$ cat src/rtl/cache_pkg.sv
// cache_pkg: shared state encoding, per-way metadata layout and byte-merge helper for cache_set
package cache_pkg;
  // Widest tag/stamp a way can hold; narrower instances zero-extend into these fields
  localparam int META_TAG_WIDTH = 20;
  localparam int META_TICK_WIDTH = 16;
  typedef enum logic [1:0] {IDLE, EVICT, FILL} cache_set_state_t;
  typedef struct packed {
    logic valid;
    logic dirty;
    logic [META_TAG_WIDTH-1:0] tag;
    logic [META_TICK_WIDTH-1:0] stamp;
  } cache_way_meta_t;
  function automatic logic [31:0] strobe_merge(input logic [31:0] old, input logic [31:0] data,
                                               input logic [3:0] strobe);
    logic [31:0] r;
    r = old;
    for (int i = 0; i < 4; i++) if (strobe[i]) r[8*i +: 8] = data[8*i +: 8];
    return r;
  endfunction
endpackage

$ cat src/rtl/cache_set_way.sv
// cache_way: one way of a set - tag match, strobed store, refill write and metadata update
module cache_way import cache_pkg::*; #(
  parameter int TAG_WIDTH = META_TAG_WIDTH,
  parameter int LINE_WIDTH = 4,
  parameter int TICK_WIDTH = META_TICK_WIDTH
) (
  input  logic                  clk,
  input  logic                  reset,
  input  logic [TAG_WIDTH-1:0]  tag,
  input  logic [LINE_WIDTH-3:0] word,
  input  logic [TICK_WIDTH-1:0] now,
  input  logic                  touch,
  input  logic                  store,
  input  logic [31:0]           store_data,
  input  logic [3:0]            strobe,
  input  logic                  fill,
  input  logic                  fill_last,
  input  logic [LINE_WIDTH-3:0] fill_word,
  input  logic [31:0]           fill_data,
  output logic                  hit,
  output logic [31:0]           data,
  output cache_way_meta_t       meta
);
  localparam int LINE_SIZE = 2 ** (LINE_WIDTH - 2);
  logic [31:0] mem [LINE_SIZE];
  assign hit = meta.valid && meta.tag == META_TAG_WIDTH'(tag);
  assign data = mem[word];
  always_ff @(posedge clk) begin
    if (reset) begin
      meta <= '0;
      for (int i = 0; i < LINE_SIZE; i++) mem[i] <= '0;
    end else begin
      if (store) mem[word] <= strobe_merge(mem[word], store_data, strobe);
      if (fill) mem[fill_word] <= fill_data;
      if (touch) meta.stamp <= META_TICK_WIDTH'(now);
      if (store) meta.dirty <= 1'b1;
      if (fill && fill_last)
        meta <= '{valid: 1'b1, dirty: 1'b0, tag: META_TAG_WIDTH'(tag), stamp: META_TICK_WIDTH'(now)};
    end
  end
endmodule

$ cat src/rtl/cache_set.sv
// cache_set: N-way set with true-LRU victim choice and a write-back/refill miss engine
module cache_set import cache_pkg::*; #(
  parameter int TAG_WIDTH = META_TAG_WIDTH,
  parameter int LINE_WIDTH = 4,
  parameter int WAYS = 4,
  parameter int TICK_WIDTH = META_TICK_WIDTH
) (
  input  logic                  clk,
  input  logic                  reset,
  input  logic                  req_valid,
  input  logic                  req_write,
  input  logic [TAG_WIDTH-1:0]  req_tag,
  input  logic [LINE_WIDTH-1:0] req_index,
  input  logic [31:0]           req_data,
  input  logic [3:0]            req_strobe,
  output logic                  req_ready,
  output logic [31:0]           rdata,
  output logic                  wb_valid,
  input  logic                  wb_ready,
  output logic [TAG_WIDTH-1:0]  wb_tag,
  output logic [LINE_WIDTH-3:0] wb_word,
  output logic [31:0]           wb_data,
  output logic                  fill_req,
  input  logic                  fill_valid,
  input  logic [31:0]           fill_data
);
  localparam int WW = LINE_WIDTH - 2;
  localparam int VW = $clog2(WAYS);
  cache_set_state_t state;
  logic [TICK_WIDTH-1:0] now, age, best;
  logic [WW-1:0] cnt, word;
  logic [VW-1:0] victim, vsel, hidx;
  logic [WAYS-1:0] hit;
  logic [31:0] way_data [WAYS];
  cache_way_meta_t meta [WAYS];
  logic idle, found, unused_index;
  assign idle = state == IDLE;
  assign word = state == EVICT ? cnt : req_index[LINE_WIDTH-1:2];
  assign unused_index = ^req_index[1:0];
  for (genvar g = 0; g < WAYS; g++) begin : g_way
    cache_way #(.TAG_WIDTH(TAG_WIDTH), .LINE_WIDTH(LINE_WIDTH), .TICK_WIDTH(TICK_WIDTH)) u_way (
      .clk(clk),
      .reset(reset),
      .tag(req_tag),
      .word(word),
      .now(now),
      .touch(idle && req_valid && hit[g]),
      .store(idle && req_valid && req_write && hit[g]),
      .store_data(req_data),
      .strobe(req_strobe),
      .fill(state == FILL && fill_valid && victim == VW'(g)),
      .fill_last(&cnt),
      .fill_word(cnt),
      .fill_data(fill_data),
      .hit(hit[g]),
      .data(way_data[g]),
      .meta(meta[g])
    );
  end
  // Lowest invalid way first; otherwise oldest by wrapped age, ties to the lowest index
  always_comb begin
    vsel = '0;
    best = '0;
    age = '0;
    found = 1'b0;
    for (int i = 0; i < WAYS; i++)
      if (!found && !meta[i].valid) begin
        vsel = VW'(i);
        found = 1'b1;
      end
    for (int i = 0; i < WAYS; i++) begin
      age = now - TICK_WIDTH'(meta[i].stamp);
      if (!found && age > best) begin
        vsel = VW'(i);
        best = age;
      end
    end
  end
  always_comb begin
    hidx = '0;
    for (int i = WAYS - 1; i >= 0; i--) if (hit[i]) hidx = VW'(i);
  end
  assign req_ready = idle && req_valid && |hit;
  assign rdata = req_ready && !req_write ? way_data[hidx] : '0;
  assign wb_valid = state == EVICT;
  assign fill_req = state == FILL;
  assign wb_word = wb_valid ? cnt : '0;
  assign wb_tag = wb_valid ? TAG_WIDTH'(meta[victim].tag) : '0;
  assign wb_data = wb_valid ? way_data[victim] : '0;
  always_ff @(posedge clk) begin
    if (reset) begin
      state <= IDLE;
      now <= '0;
      cnt <= '0;
      victim <= '0;
    end else begin
      now <= now + TICK_WIDTH'(1);
      case (state)
        IDLE: if (req_valid && !(|hit)) begin
          victim <= vsel;
          cnt <= '0;
          state <= meta[vsel].valid && meta[vsel].dirty ? EVICT : FILL;
        end
        EVICT: if (wb_ready) begin
          cnt <= cnt + WW'(1);
          if (&cnt) state <= FILL;
        end
        FILL: if (fill_valid) begin
          cnt <= cnt + WW'(1);
          if (&cnt) state <= IDLE;
        end
        default: state <= IDLE;
      endcase
    end
  end
endmodule

$ cat config.mk
export PLATFORM = sky130hd
export DESIGN_NAME = cache_set
export DESIGN_NICKNAME = d
export VERILOG_FILES = /design/src/rtl/cache_pkg.sv /design/src/rtl/cache_set_way.sv /design/src/rtl/cache_set.sv
export SDC_FILE = /design/constraint.sdc
export NUM_CORES = 2
export LEC_CHECK = 0
export ABC_AREA = 1
export CAP_MARGIN = 20
export CORE_MARGIN = 3
export CORE_UTILIZATION = 40
export CTS_CLUSTER_SIZE = 24
export DETAILED_ROUTE_END_ITERATION = 8
export SLEW_MARGIN = 30
export SYNTH_ARGS = -nofsm -noshare
export SYNTH_HDL_FRONTEND = slang
export SYNTH_SLANG_ARGS = --single-unit
$ cat constraint.sdc
create_clock -name clk -period 7.95 [get_ports clk]
set_clock_uncertainty 0.2 [all_clocks]
set_input_delay 2.385 -clock clk [delete_from_list [all_inputs] [get_ports clk]]
set_output_delay 2.385 -clock clk [all_outputs]
set_load 0.005 [all_outputs]
# Word-level counts from Yosys, hierarchy flattened
# Memory sizes are Yosys's and may differ from the RTL's.
# Cells that the tools add are included.
# totals
ff_bits	174
latch_bits	0
ram_bits	512
rom_bits	0
inputBits	98
out_inout_bits	89
word_cells	272
mem_count	4
# mem_list
memory	words	word_bits	read_ports	rd_ports_with_merged_regs	wr	line_no	rtl
g_way[0].u_way.mem	4	32	1	0	4	cache_set_way.sv:25	logic [31:0] mem [LINE_SIZE];
g_way[1].u_way.mem	4	32	1	0	4	cache_set_way.sv:25	
g_way[2].u_way.mem	4	32	1	0	4	cache_set_way.sv:25	
g_way[3].u_way.mem	4	32	1	0	4	cache_set_way.sv:25	
# classes
n_addsub	6
mul	0
div	0
n_lt_le_gt_ge	7
eq_ne	14
shifts	0
n_mux	152
bitwise	3
n_reduce_logical	66
# op_table
operator	count
32-bit two-way mux	14
8-bit two-way mux	48
32-bit OR reduction	8
16-bit two-way mux	11
38-bit binary-select mux with 2-bit select	2
32-bit binary-select mux with 2-bit select	2
20-bit equality test	4
38-bit two-way mux	2
36-bit two-way mux	2
16-bit subtractor	4
2-bit two-way mux	29
16-bit greater-than comparator	3
1-bit two-way mux	39
1-bit logical AND	34
20-bit two-way mux	1
16-bit by 1-bit adder with 16-bit output (second input constant)	1
16-bit by 1-bit greater-than comparator with 1-bit output (second input constant)	1
2-bit one-hot mux with 3 select lines	2
2-bit by 1-bit inequality test with 1-bit output (second input constant)	5
3-bit greater-or-equal comparator (second input constant)	3
2-bit NOT with 3-bit output	3
1-bit logical NOT	8
2-bit nonzero test	4
2-bit OR reduction	4
9 further kinds	14

# Longest topological paths before layout
# depth
word_depth	29
depth_mapped	63
ltp_nobuf	60

# By module
# From an unflattened synthesis, not the netlist that was laid out.
# unflattened
cells_unflattened	5974
hier_area_um2	43016.3
# modules_own_cells
module	n_inst	cells_per_inst	area_per_inst_um2	seq_area_each_um2
cache_way (g_way[1].u_way ...)	2	1099	8564.5	4604.4
cache_set	1	1578	8793.4	440.4
cache_way (g_way[0].u_way)	1	1099	8562.0	4604.4
cache_way (g_way[2].u_way)	1	1099	8531.9	4604.4

# Worst setup path after synthesis
# No wires, ideal clock.
# synth_path
path_kind	flip-flop to flip-flop
startpoint	register now[1]
endpoint	register state[1]
setup_time_ns	0.132
arrival_time_ns	6.745
t_required_ns	7.618
path_slack_ns	0.873
path_stages_with_launch	48
n_path_buf	3
synth_period_minus_slack_ns	7.077
cell_sequence	dfxtp_1 -> inv_1 -> fa_1 -> inv_1 -> nand3_1 -> nand2_1 -> nand2_1 -> nand2_1 -> nand2_1 -> nand3_1 -> nand2_1 -> nand2_1 -> nor2_1 -> nand3_1 -> nand2_1 -> inv_1 -> nand2_1 -> ha_1 -> [... 12 more ...] -> nand2_1 -> o21a_1 -> nand2_1 -> clkbuf_1 -> clkinv_1 -> nand2_1 -> nand2_1 -> ha_1 -> nand2_1 -> nor3_1 -> nand2_1 -> o21a_1 -> nand2_1 -> inv_1 -> a21oi_1 -> nand3_1 -> nand3_1 -> a21oi_1
# synth_via
elab_chain_cells	21
elab_cells_between_ends	27
classes_between	add/sub (4); order compare (4); mux (13); bitwise (1); reduce/logical (5)
# synth_rtl
item	line_no	rtl
start, declared	cache_set.sv:30	logic [TICK_WIDTH-1:0] now, age, best;
start signal, assigned	cache_set.sv:97	now <= now + TICK_WIDTH'(1);
16-bit subtractor	cache_set.sv:72	age = now - TICK_WIDTH'(meta[i].stamp);
16-bit by 1-bit greater-than comparator with 1-bit output	cache_set.sv:73	if (!found && age > best) begin
1-bit logical AND	cache_set.sv:73	
16-bit two-way mux	cache_set.sv:73	
16-bit greater-than comparator	cache_set.sv:73	
1-bit logical AND	cache_set.sv:73	
16-bit two-way mux	cache_set.sv:73	
16-bit greater-than comparator	cache_set.sv:73	
[... 4 more ...]	-	
2-bit two-way mux *	cache_set.sv:73	
2-bit NOT with 3-bit output (not written as such) *	cache_set.sv:102	state <= meta[vsel].valid && meta[vsel].dirty ? EVICT : FILL;
38-bit binary-select mux with 2-bit select *	cache_set.sv:102	
38-bit two-way mux (not written as such) * (2 in series)	cache_set.sv:102	
1-bit logical AND *	cache_set.sv:102	
2-bit two-way mux *	cache_set.sv:102	
2-bit two-way mux *	cache_set.sv:99	IDLE: if (req_valid && !(|hit)) begin
2-bit one-hot mux with 3 select lines *	cache_set.sv:98	case (state)
end signal, assigned	cache_set.sv:102	
end, declared	cache_set.sv:29	cache_set_state_t state;
# Every way passes the cells marked *; elsewhere a longest branch is shown, timed or not. The select of a mux whose other input is x is not followed.
# A chain may end at the register's enable or synchronous reset.

# Worst setup path in the final report
# layout_path
startpoint	input req_index[2]
endpoint	output rdata[9]
# layout_via
elab_chain_cells	6
elab_cells_between_ends	9
classes_between	mux (5); memory (4)
# layout_rtl
item	line_no	rtl
start, declared	cache_set.sv:13	input logic [LINE_WIDTH-1:0] req_index,
2-bit two-way mux *	cache_set.sv:38	assign word = state == EVICT ? cnt : req_index[LINE_WIDTH-1:2];
memory read 4 x 32 bit	-	
32-bit binary-select mux with 2-bit select *	cache_set.sv:84	assign rdata = req_ready && !req_write ? way_data[hidx] : '0;
32-bit two-way mux (not written as such) * (2 in series)	cache_set.sv:84	
32-bit two-way mux *	cache_set.sv:84	
end, declared	cache_set.sv:17	output logic [31:0] rdata,
# Marks and branches as above.

==> run metrics <==
status=completed; register area share after synthesis=48.2%; CP required=5.37 ns; CTS HTree Levels=3; R2R depth=47; Arrival @ worst endpoint=5.35 ns; Leak=18.5 nW; GRT Total Usage=26.8%; Rel. slew slack=36.4%; worst-path maximum fanout=33; Post-Route WL=141,000 um; min Tclk post-route=roughly 7.9 ns; max cap viols=0; clock buffer count from CTS=79; fin area=0.0468 sq mm; pin count of the biggest net entering global routing=105; grt ovf=0; met3 routed wirelength=15,900 um; EDFF count, synth=about 500; hold_ws=0.266 ns; Pre-antenna DRT Iters=7; synthesized cell area=approximately 0.04 sq mm; gpl congestion=0.907; via/cell ratio=5.59; kind of critical path=in2out; worst vdd ir=0.165 mV; pre-CTS setup slack=-0.185 ns; CP startpoint=req_index[2]; Avg Synthesized Cell Area=8.17 sq um; Initial Utilization=40.4%; asr flop ratio synth=0%; cell count after placement=6,191; nets@finish=5,235; Initial DRC Count=3,755; Clock Sinks=686; layout cells sized above 1=12.9%; final worst slack=0.0109 ns; reg2reg end=state[0]; core box area=just under 0.1 sq mm; metal2 WL=62,200 um; Final Hold Fails=0; CTS Buffer Depth=3; Placement Cell Area=~0.044 sq mm; DR DRC count=0; Slew @ Worst Pin=around 0.95 ns; Startpoint Class=input pin; Layout area overhead=19.6%; vias in the first global route=between 30,000 and 40,000; Slowest Stage Delay on Critical Path=0.58 ns; DRT met1 WL=a little under 60,000 um; reg2reg start=now[0]; Die Area=0.102 sq mm; Syn Nets=5,004; unrepaired setup endpoints after global routing=yes; FF+latch count, synth=686; Distinct cells, synth=50; row cnt=~110; routed vias=35,600; port buffer count=around 180; Cells after Synth=4,789; dominant synthesized flop cell=edfxtp_1; fmax=0.126 GHz; highest metal layer with signal wires=met5; CP endpoint=rdata[9]; yosys warns=0; Clock Latency Late Sink=0.66 ns; Slowest cell on crit path=clkdlybuf4s50_1; io pins=187; wire length of the first global-routing pass=207,000 um; dpl hpwl=just over 90,000 um; drt wl/cell=~22 um; ANT nets after route=0; Non-Filler Instances=6,365; CTS tree=built; final setup fails=0; CP Capture Type=output pin; die extent in x=319 um; hold wc startpoint=now[0]; FF-to-FF setup slack=0.63 ns; clock transition at the registers of the reported paths=0.06 ns; cells along the critical path=clkdlybuf4s50_1 > nand2_4 > nand2_8 > clkinv_16 > buf_12 > buf_4 > nand2_1 > a32o_1 > a21oi_1 > o21ai_0 > a21oi_1 > clkdlybuf4s50_1; initial antenna violation count=9; Die Y=between 300 and 400 um; PwrDens=190 mW/mm^2; CTS Root Cell=clkbuf_16; Hold WC Path Type=reg2reg; Slew Viols, Final=0; Tcrit/Tclk final=99.9%
worst min-delay path by stage:
stage	endpoint	slack, ns	cells after the start
2_1_floorplan	now[0]	0.23	1
3_3_place_gp	g_way[1].u_way.meta[26]	0.27	2
3_5_place_dp	g_way[1].u_way.meta[26]	0.27	2
4_1_cts	g_way[1].u_way.meta[26]	0.28	2
5_1_grt	now[0]	0.28	1
6_report	now[0]	0.27	1
registers in the layout, indices dropped and copies added (netlist names):
name / flops
cnt: 2
g_way.u_way.mem: 512
g_way.u_way.meta: 152
now: 16
state: 2
victim: 2
per-stage QoR:
step | utilization, % | TNS (ns) | total power, mW
floorplan | - | 0 | 4.74
detailed placement | 45.0 | -2.30 | 5.19
global route | 48.3 | -0.124 | 9.17
finish | 48.3 | 0 | 8.89
CTS | 47.8 | -0.0243 | 8.89
global placement | 45.0 | -2.53 | 5.17
cell usage after synthesis (5+ instances only):
master	instances	area (sq um)
a32o_1	33	330
xnor2_1	19	166
a21oi_1	325	1630
ha_1	113	1410
nor2_1	674	2530
o221ai_1	17	149
buf_6	13	146
xor2_1	38	333
nand3_1	145	726
buf_2	55	275
o22ai_1	190	1190
a32oi_1	5	43.8
o21a_1	7	52.6
buf_4	6	45.0
edfxtp_1	512	15400
o211ai_1	75	563
nand4_1	29	181
nor2_2	61	382
nand2_1	750	2820
nor3_1	26	130
o21ai_0	433	2170
and2_1	75	469
a221oi_1	20	175
buf_1	20	75.1
dfxtp_1	174	3480
or2_2	111	694
inv_2	25	93.8
nand2_2	5	31.3
clkbuf_1	182	683
inv_1	550	2060
clkinv_1	5	18.8
a211oi_1	22	165
o21ai_1	31	155
kinds of logic (layout without fill, tap and decap cells):
kind of cell               Yosys count  in the layout  share of synthesized area [%]
adders and majority gates          117            117                           3.82
DFF                                686            686                           48.2
and+or+nand+nor                   1885           1886                           20.5
AOI/OAI and AO/OA                 1188           1188                           17.5
buffers and inverters              856           1150                           8.69
xor gates and xnor gates            57             57                           1.28
other                                0              5                              0
area by class of cell:
class                      instances  area, sq um
timing repair inverter             1         7.51
timing repair buffer             424         4250
antenna                            5         12.5
tap                             1276         1600
clock buffer                     101         2180
inverter                         580         2220
multi-input combinational       3248        17200
fill                            9353        50100
clock inverter                    44          463
sequential                       686        18900
timing repair:
item / in CTS / in global routing
gates cloned: 0 / 5
setup endpoints to repair: 32 / 55
hold buffers: 0 / 0
buffers inserted: 1 / 18
pin swaps: 8 / 23
resized for setup: 27 / 73
metal layers:
layer | GRT usage [%] | up-vias
met5 | 0 | -
met3 | 6.56 | 313
met4 | 9.38 | 6
met2 | 41.3 | 1825
met1 | 36.7 | 16800
li1 | - | 16700
placed cells by master (no fill, tap or decap), types with 152 or more instances in the layout:
| master | netlist | layout |
|---|---|---|
| dfxtp_1 | 174 | 173 |
| nor2_1 | 674 | 657 |
| clkdlybuf4s50_1 | 0 | 152 |
| o21ai_0 | 433 | 431 |
| buf_4 | 6 | 192 |
| nand2_1 | 750 | 714 |
| o22ai_1 | 190 | 189 |
| edfxtp_1 | 512 | 512 |
| a21oi_1 | 325 | 317 |
| inv_1 | 550 | 545 |
worst max-delay path, delay by kind of cell:
family	cells	cell delay [ns]
buf+inv	5	1.70
compound gates	4	0.83
simple gates	3	0.40
power breakdown:
group | internal (mW) | switching (mW) | total, mW
Combinational | 0.378 | 0.773 | 1.15
Clock | 2.15 | 1.57 | 3.73
Sequential | 3.97 | 0.0358 | 4.01
Total | 6.50 | 2.38 | 8.89
Power figures use the tool's default switching activity.
